**config.mk**
```make
export PLATFORM = sky130hd
export DESIGN_NAME = instr_fetch
export DESIGN_NICKNAME = d
export VERILOG_FILES = /design/src/rtl/instr_fetch_pkg.sv /design/src/rtl/instr_fetch.sv
export SDC_FILE = /design/constraint.sdc
export NUM_CORES = 1
export LEC_CHECK = 0
export ABC_AREA = 1
export CORE_ASPECT_RATIO = 1.25
export CORE_MARGIN = 5
export CORE_UTILIZATION = 44
export CTS_CLUSTER_DIAMETER = 100
export DETAILED_ROUTE_END_ITERATION = 10
export GPL_TIMING_DRIVEN = 0
export PLACE_DENSITY_LB_ADDON = 0.1
export SLEW_MARGIN = 15
export SYNTH_ARGS = -nofsm -noshare
export SYNTH_HDL_FRONTEND = slang
export SYNTH_SLANG_ARGS = --single-unit
```
**constraint.sdc**
```tcl
create_clock -name clk -period 1.9 [get_ports clk]
set_input_delay 0.38 -clock clk [delete_from_list [all_inputs] [get_ports clk]]
set_output_delay 0.38 -clock clk [all_outputs]
set_load 0.02 [all_outputs]
```
**src/rtl/instr_fetch_pkg.sv**
```systemverilog
// rtl/instr_fetch_pkg.sv - shared fetch-unit types: FSM states, default address width, argc helper
package instr_fetch_pkg;

    localparam int DEFAULT_ADDR_W = 12;

    typedef enum logic [2:0] {
        OP_ADDR  = 3'd0,
        OP_LATCH = 3'd1,
        DECODE   = 3'd2,
        ARG1     = 3'd3,
        ARG2     = 3'd4,
        VALID    = 3'd5,
        HALT     = 3'd6
    } fetch_state_t;

    // The reserved argc encoding 2'b11 fetches two argument bytes, like 2'b10.
    function automatic logic [1:0] arg_bytes(input logic [1:0] argc);
        return (argc == 2'b11) ? 2'b10 : argc;
    endfunction

endpackage

```
**src/rtl/instr_fetch.sv**
```systemverilog
// rtl/instr_fetch.sv - bytecode fetch unit: reads opcode and 0-2 argument bytes from a synchronous ROM
module instr_fetch
    import instr_fetch_pkg::*;
#(
    parameter int ADDR_W = DEFAULT_ADDR_W
) (
    input  logic              clk,
    input  logic              rst,
    output logic [ADDR_W-1:0] prog_addr,
    input  logic [7:0]        prog_data,
    output logic [7:0]        opcode,
    input  logic [1:0]        argc,
    output logic [15:0]       args,
    output logic [ADDR_W-1:0] instr_pc,
    output logic              instr_valid,
    input  logic              instr_ready,
    input  logic              branch,
    input  logic [15:0]       branch_off,
    input  logic              halt,
    output logic              halted
);

    fetch_state_t      state, next_state;
    logic [ADDR_W-1:0] pc;
    logic [1:0]        n_args;
    logic              pc_inc, latch_op, cap_b1, cap_b2, take_branch;

    assign n_args    = arg_bytes(argc);
    // The ROM always sees pc; in VALID/HALT pc is frozen, so the address is stable.
    assign prog_addr = pc;

    always_ff @(posedge clk or posedge rst) begin
        if (rst) state <= OP_ADDR;
        else     state <= next_state;
    end

    always_comb begin
        next_state  = state;
        pc_inc      = 1'b0;
        latch_op    = 1'b0;
        cap_b1      = 1'b0;
        cap_b2      = 1'b0;
        take_branch = 1'b0;
        instr_valid = 1'b0;
        halted      = 1'b0;
        case (state)
            OP_ADDR:  next_state = OP_LATCH;
            OP_LATCH: begin
                latch_op   = 1'b1;
                pc_inc     = 1'b1;
                next_state = DECODE;
            end
            DECODE: begin
                if (n_args == 2'd0) begin
                    next_state = VALID;
                end else begin
                    pc_inc     = 1'b1;
                    next_state = ARG1;
                end
            end
            ARG1: begin
                cap_b1 = 1'b1;
                if (n_args == 2'd1) begin
                    next_state = VALID;
                end else begin
                    pc_inc     = 1'b1;
                    next_state = ARG2;
                end
            end
            ARG2: begin
                cap_b2     = 1'b1;
                next_state = VALID;
            end
            VALID: begin
                instr_valid = 1'b1;
                if (instr_ready) begin
                    if (halt) begin
                        next_state = HALT;
                    end else begin
                        take_branch = branch;
                        next_state  = OP_ADDR;
                    end
                end
            end
            HALT:    halted = 1'b1;
            default: next_state = OP_ADDR;
        endcase
    end

    always_ff @(posedge clk or posedge rst) begin
        if (rst) begin
            pc       <= '0;
            opcode   <= 8'h00;
            args     <= 16'h0000;
            instr_pc <= '0;
        end else begin
            // Offset is relative to the opcode byte; truncation gives modulo-2^ADDR_W wrap.
            if (take_branch)
                pc <= ADDR_W'(32'(instr_pc) + 32'(branch_off));
            else if (pc_inc)
                pc <= pc + ADDR_W'(1);
            if (latch_op) begin
                opcode   <= prog_data;
                instr_pc <= pc;
                args     <= 16'h0000;
            end
            if (cap_b1)
                args <= {8'h00, prog_data};
            if (cap_b2)
                args <= {args[7:0], prog_data};
        end
    end

endmodule

```
==> results of run 1 <==
-- power by group through the flow --
stage	sequential [mW]	clock [mW]	combinational, mW
after floorplan	2.49	0	2.05
after global placement	2.00	0	4.10
after detailed placement	2.01	0	4.16
after CTS	2.00	0.621	4.17
after global routing	2.08	0.662	4.67
final	1.99	0.600	4.20
-- what timing repair did --
item / in CTS / in global routing
gates resized for setup: 6 / 10
setup endpoints to repair: 5 / 7
buffers inserted: 0 / 0
pin swaps: 0 / 4
-- state kept, by name, indices dropped and copies added, names as in the netlist --
register and cells:
args 16, opcode 8, state 3, prog_addr 12, instr_pc 12
-- cell families after synthesis --
group / Yosys count
AO/OA/AOI/OAI: 72
XOR/XNOR: 7
adder cells (fa/ha/maj): 13
buffers and inverters: 77
flip-flops: 51
AND/OR/NAND/NOR: 173
-- worst max-delay path by stage --
| stage | slack, ns | startpoint | to | cells after the start |
|---|---|---|---|---|
| after floorplan | 0.15 | instr_pc[0]$_DFFE_PP0P_ | prog_addr[8]$_DFFE_PP0P_ | 10 |
| after global placement | -0.70 | rst | args[13]$_DFFE_PP0P_ | 2 |
| after detailed placement | -0.35 | branch_off[0] | prog_addr[8]$_DFFE_PP0P_ | 11 |
| after CTS | 0.05 | branch_off[0] | prog_addr[6]$_DFFE_PP0P_ | 11 |
| after global routing | 0.003 | branch_off[2] | prog_addr[9]$_DFFE_PP0P_ | 11 |
| final | 0.08 | prog_addr[8]$_DFFE_PP0P_ | prog_addr[8] | 1 |
-- synthesized netlist by cell type, types with 2 or more instances --
cell,n,area (um^2)
xor2_1,5,43.8
nand2_1,100,375
dfrtp_1,51,1280
xnor2_1,2,17.5
clkbuf_1,4,15.0
nand3_1,34,170
o21ai_0,36,180
nand4_1,3,18.8
nand3b_1,2,15.0
inv_2,5,18.8
buf_2,3,15.0
nand3_2,2,20.0
nor2_1,22,82.6
o21ai_1,4,20.0
buf_6,3,33.8
o22ai_1,8,50.1
nor3_1,5,25.0
inv_1,61,229
o21bai_1,2,15.0
ha_1,12,150
a21oi_1,17,85.1
-- cell usage in the layout (no fill, tap or decap), types with 8 or more instances in the layout --
| cell type | n |
|---|---|
| a21oi_1 | 14 |
| clkdlybuf4s50_1 | 73 |
| dfrtp_1 | 51 |
| ha_1 | 10 |
| inv_1 | 58 |
| inv_2 | 8 |
| nand2_1 | 98 |
| nand3_1 | 32 |
| nor2_1 | 22 |
| o21ai_0 | 36 |
| o22ai_1 | 8 |
-- area by class of cell --
type                       count  share of cell area [%]
inverter                      67                    6.35
sequential                    51                    31.9
buffer                        10                    1.59
timing repair buffer          77                    19.5
clock inverter                 3                   0.375
multi-input combinational    265                    35.8
tap                           87                    2.72
clock buffer                   5                    1.72
-- metal layers --
| metal | track usage (%) | vias to the layer above | part of all wire [%] |
|---|---|---|---|
| met4 | 5.45 | 0 | 1.1 |
| met1 | 22.8 | 1323 | 42 |
| met3 | 4.52 | 8 | 5.3 |
| met5 | 0 | - | 0 |
| met2 | 34.2 | 74 | 51 |
| li1 | - | 1435 | - |
-- per-stage QoR --
step / TNS (ns) / instance area, um^2 / std cells
global placement: -37.95 / 3860 / 556
floorplan: 0 / 2990 / 393
detailed placement: -2.51 / 3880 / 557
global route: 0 / 4000 / 565
finish: 0 / 4000 / 565
CTS: 0 / 3970 / 565
==> impl_metrics.env, run 1 <==
export IMPL_status="complete, no violations"
export IMPL_dp_hpwl_mm=6.12
export IMPL_die_area_um2=8550
export IMPL_hp_class="in -> async"
export IMPL_crit_slowest_cell="clkdlybuf4s50_1"
export IMPL_drive_gt1_share_pct=8.79
export IMPL_ctsLongestPathBuffers=2
export IMPL_portBuffers=76
export IMPL_worstPathCellList="clkdlybuf4s50_1"
export IMPL_dr_pass1_iters=4
export IMPL_grt_pass1_vias=2912
export IMPL_hold_ws_ns=0.406
export IMPL_r2r_cells=10
export IMPL_grt_max_degree=33
export IMPL_gp_congestion=0.884
export IMPL_synth_warnings=0
export IMPL_synth_top_family_by_area="simple AND/OR/NAND/NOR gates"
export IMPL_synthMuxAreaShare_pct=0
export IMPL_leakage_nw=1.95
export IMPL_min_period_ns=1.82
export IMPL_cts_buffers=5
export IMPL_r2r_slack_ns=0.18
export IMPL_crit_required_ns=1.52
export IMPL_grt_pass1_wl_mm=13.4
export IMPL_cap_violations=0
export IMPL_grt_antenna_before_repair=0
export IMPL_netlist_cell_type_count=33
export IMPL_synth_xor_area_share_pct=2.05
export IMPL_relSlewSlack_pct=68.3
export IMPL_crit_buf_inv=1
export IMPL_cts_sinks=51
export IMPL_swShare_pct=47.7
export IMPL_multi_input_area_um2=1430
export IMPL_total_power_mw=6.80
export IMPL_syn_nets=437
export IMPL_power_frac_clock_pct=8.8
export IMPL_ctsHtreeMaxLevel=2
export IMPL_drv_slew=0
export IMPL_power_density_nw_per_um2=1700
export IMPL_fin_skew_ns=0.00409
export IMPL_antenna_cells=0
export IMPL_finalSetupViolCount=0
export IMPL_worstSkewPairLatency_ns=0.30
export IMPL_combPwrFrac_pct=61.8
export IMPL_critPathLaunchType="register"
export IMPL_hold_viol_final=0
export IMPL_ios=81
export IMPL_r2r_start="instr_pc[0]$_DFFE_PP0P_"
export IMPL_drc=0
export IMPL_nNetsFinal=521
export IMPL_die_w_um=83.7
export IMPL_min_period_over_period_pct=95.9
export IMPL_yosys_area_share_simple_pct=25.8
export IMPL_ctsHoldBuffers=0
export IMPL_via_count=2840
export IMPL_postSynthCellCount=393
export IMPL_yosys_most_used_dff="dfrtp_1"
export IMPL_overflow=0
export IMPL_ys_seq_elements=51
export IMPL_cts_clk_slew_worst_paths_ns=0.09
export IMPL_ys_seq_area_share_pct=42.7
export IMPL_syn_area_per_cell_um2=7.61
export IMPL_fill_cells=618
export IMPL_seq_power_share_pct=29.4
export IMPL_root_buffer="clkbuf_8"
export IMPL_max_freq_mhz=549
export IMPL_crit_path_max_fanout=7
export IMPL_slowest_delay_ns=0.66
export IMPL_synth_compound_area_share_pct=13.1
export IMPL_synthAdderAreaFrac_pct=5.69
export IMPL_seqCellArea_um2=1280
export IMPL_p_int_mw=3.56
export IMPL_layout_setup_ws_ns=0.0787
export IMPL_crit_arrival_ns=1.44
export IMPL_crit_type="reg -> out"
export IMPL_core_area_um2=6610
export IMPL_vias_per_cell=5.03
export IMPL_tightest_slew_ns=0.475
export IMPL_critPathCaptureType="primary output"
export IMPL_power_net_switching_mw=3.24
export IMPL_vdd_ir_drop_worst_v=0.00114
export IMPL_wl_per_cell_um=13.6
export IMPL_synth_edff_count=0
export IMPL_final_util_pct=60.6
export IMPL_cts_tree="built"
export IMPL_synth_async_reset_ratio_pct=100
export IMPL_drtAntennaViolNets=0
export IMPL_pre_cts_ws_ns=-0.345
export IMPL_groute_usage_overall_pct=19.0
export IMPL_first_iter_violations=129
export IMPL_crit_family="buffers and inverters"
export IMPL_wl_mm=7.70
export IMPL_rr_endpoint="prog_addr[6]$_DFFE_PP0P_"
export IMPL_netlist_area_um2=2990
export IMPL_rsz0062_at_grt="false"
export IMPL_die_height_um=102
export IMPL_area_growth_pct=33.9
export IMPL_num_rows=33
export IMPL_start_util_pct=45.2
Power figures use the tool's default switching activity.
==> run 2: changes to the inputs <==
Settings changed: SETUP_SLACK_MARGIN set to 0.5.
==> run 2 against run 1 <==
Critical path depth increased by 9; combinational power increased by 36%; non-clock buffer count increased by 51; final cell count increased by 9.0%; sequential cell count unchanged; global-route usage increased by 2.2 points; die area unchanged; critical endpoint is now prog_addr[6]$_DFFE_PP0P_.
==> impl_metrics.env, run 2 (synthesis gave the netlist of run 1 again) <==
export IMPL_dr_pass1_iters=4
export IMPL_ctsHtreeMaxLevel=2
export IMPL_die_height_um=102
export IMPL_wl_per_cell_um=15.7
export IMPL_tightest_slew_ns=0.377
export IMPL_critPathCaptureType="register"
export IMPL_min_period_ns=1.72
export IMPL_top_register="args"
export IMPL_critPathLaunchType="register"
export IMPL_min_period_over_period_pct=90.7
export IMPL_crit_start="instr_pc[0]$_DFFE_PP0P_"
export IMPL_gp_congestion=0.875
export IMPL_groute_usage_overall_pct=21.2
export IMPL_drv_slew=0
export IMPL_grt_pass1_vias=3167
export IMPL_min_from="instr_ready"
export IMPL_drc=0
export IMPL_final_common_cell="nand2_1"
export IMPL_crit_path_max_fanout=3
export IMPL_overflow=0
export IMPL_via_count=3222
export IMPL_rr_endpoint="prog_addr[6]$_DFFE_PP0P_"
export IMPL_hold_viol_final=0
export IMPL_hold_ws_ns=0.395
export IMPL_crit_arrival_ns=1.97
export IMPL_r2r_start="instr_pc[0]$_DFFE_PP0P_"
export IMPL_cts_tree="built"
export IMPL_vias_per_cell=5.23
export IMPL_root_buffer="clkbuf_8"
export IMPL_hp_class="in -> reg"
export IMPL_grt_max_degree=52
export IMPL_rsz0062_at_grt="true"
export IMPL_r2r_slack_ns=0.18
export IMPL_grt_antenna_before_repair=0
export IMPL_num_rows=33
export IMPL_leakage_nw=2.37
export IMPL_ctsLongestPathBuffers=2
export IMPL_first_iter_violations=167
export IMPL_fin_area_um2=4860
export IMPL_wl_mm=9.65
export IMPL_whs_endpoint="state[0]$_DFFE_PP0P_"
export IMPL_worstSkewPairLatency_ns=0.31
export IMPL_relSlewSlack_pct=74.6
export IMPL_area_growth_pct=62.7
export IMPL_cts_buffers=5
export IMPL_largest_reg_flops=16
export IMPL_drive_gt1_share_pct=40.6
export IMPL_nNetsFinal=572
export IMPL_final_util_pct=73.6
export IMPL_max_freq_mhz=580
export IMPL_crit_required_ns=2.14
export IMPL_start_util_pct=45.2
export IMPL_die_area_um2=8550
export IMPL_fin_skew_ns=0.00869
export IMPL_cts_clk_slew_worst_paths_ns=0.10
export IMPL_stdcell_count=616
export IMPL_crit_type="reg -> reg"
export IMPL_ctsHoldBuffers=0
export IMPL_cts_sinks=51
export IMPL_fill_cells=517
export IMPL_place_area_um2=4010
export IMPL_power_density_nw_per_um2=1760
export IMPL_total_power_mw=8.58
export IMPL_mostFrequentLayoutCells="83 x nand2_1, 55 x inv_1, 40 x dfrtp_1"
export IMPL_status="complete, no violations"
export IMPL_holdPathStages=2
export IMPL_drtAntennaViolNets=0
export IMPL_r2r_cells=10
export IMPL_dp_hpwl_mm=6.27
export IMPL_vdd_ir_drop_worst_v=0.00114
export IMPL_numPlacedInstances=556
export IMPL_portBuffers=76
export IMPL_finalSetupViolCount=0
export IMPL_grt_pass1_wl_mm=14.7
export IMPL_antenna_cells=0
export IMPL_cap_violations=0
export IMPL_ios=81
export IMPL_die_w_um=83.7
export IMPL_core_area_um2=6610
## run 2: stage by stage
step	setup WS, ns	TNS, ns
floorplan	0.308	0
global placement	-0.256	-1.65
detailed placement	-0.290	-1.94
CTS	0.225	0
global route	0.0955	0
finish	0.177	0
## run 2: how the worst max path moves through the flow
stage | depth (start not counted) | to | slack [ns]
5_1_grt | 10 | prog_addr[6]$_DFFE_PP0P_ | 0.1
2_1_floorplan | 10 | prog_addr[8]$_DFFE_PP0P_ | 0.31
3_3_place_gp | 11 | prog_addr[6]$_DFFE_PP0P_ | -0.26
6_report | 10 | prog_addr[6]$_DFFE_PP0P_ | 0.18
4_1_cts | 10 | prog_addr[6]$_DFFE_PP0P_ | 0.22
3_5_place_dp | 11 | prog_addr[8]$_DFFE_PP0P_ | -0.29
## run 2: worst max-delay path: stages (launching register included)
cell and delay, ns:
dfrtp_2 0.40, ha_4 0.14, inv_2 0.04, fa_2 0.34, inv_2 0.07, nand3_2 0.08
nand2_4 0.10, a21oi_2 0.06, xnor2_1 0.17, nand2_1 0.11, a21oi_2 0.14
## run 2: power breakdown
group          switching, mW  internal (mW)
logic                   3.20           2.52
clock network          0.367          0.427
registers              0.460           1.61
total                   4.03           4.55
## run 2: layout make-up
cell class	count	area (um^2)	area share, %
Clock inverter	2	35.0	0.720
Clock buffer	6	82.6	1.70
Buffer	10	98.8	2.03
Sequential cell	51	1290	26.5
Tap cell	87	109	2.24
Multi-Input combinational cell	265	1850	38.0
Timing Repair Buffer	128	1130	23.3
Inverter	67	265	5.45
## run 2: per-layer routing
metal	global-route usage, %	wire length, um	part of all wire, %	vias up
met5	0	0	0	-
met4	7.43	155	1.6	0
met3	4.19	504	5.2	16
met2	39.9	5280	55	108
met1	23.9	3720	39	1561
li1	-	-	-	1537
## run 2: what timing repair did
action	4_1_cts	5_1_grt
gates cloned	0	2
pin swaps	33	27
setup buffers	31	18
endpoints found under the setup margin	94	90
gates resized for setup	199	121
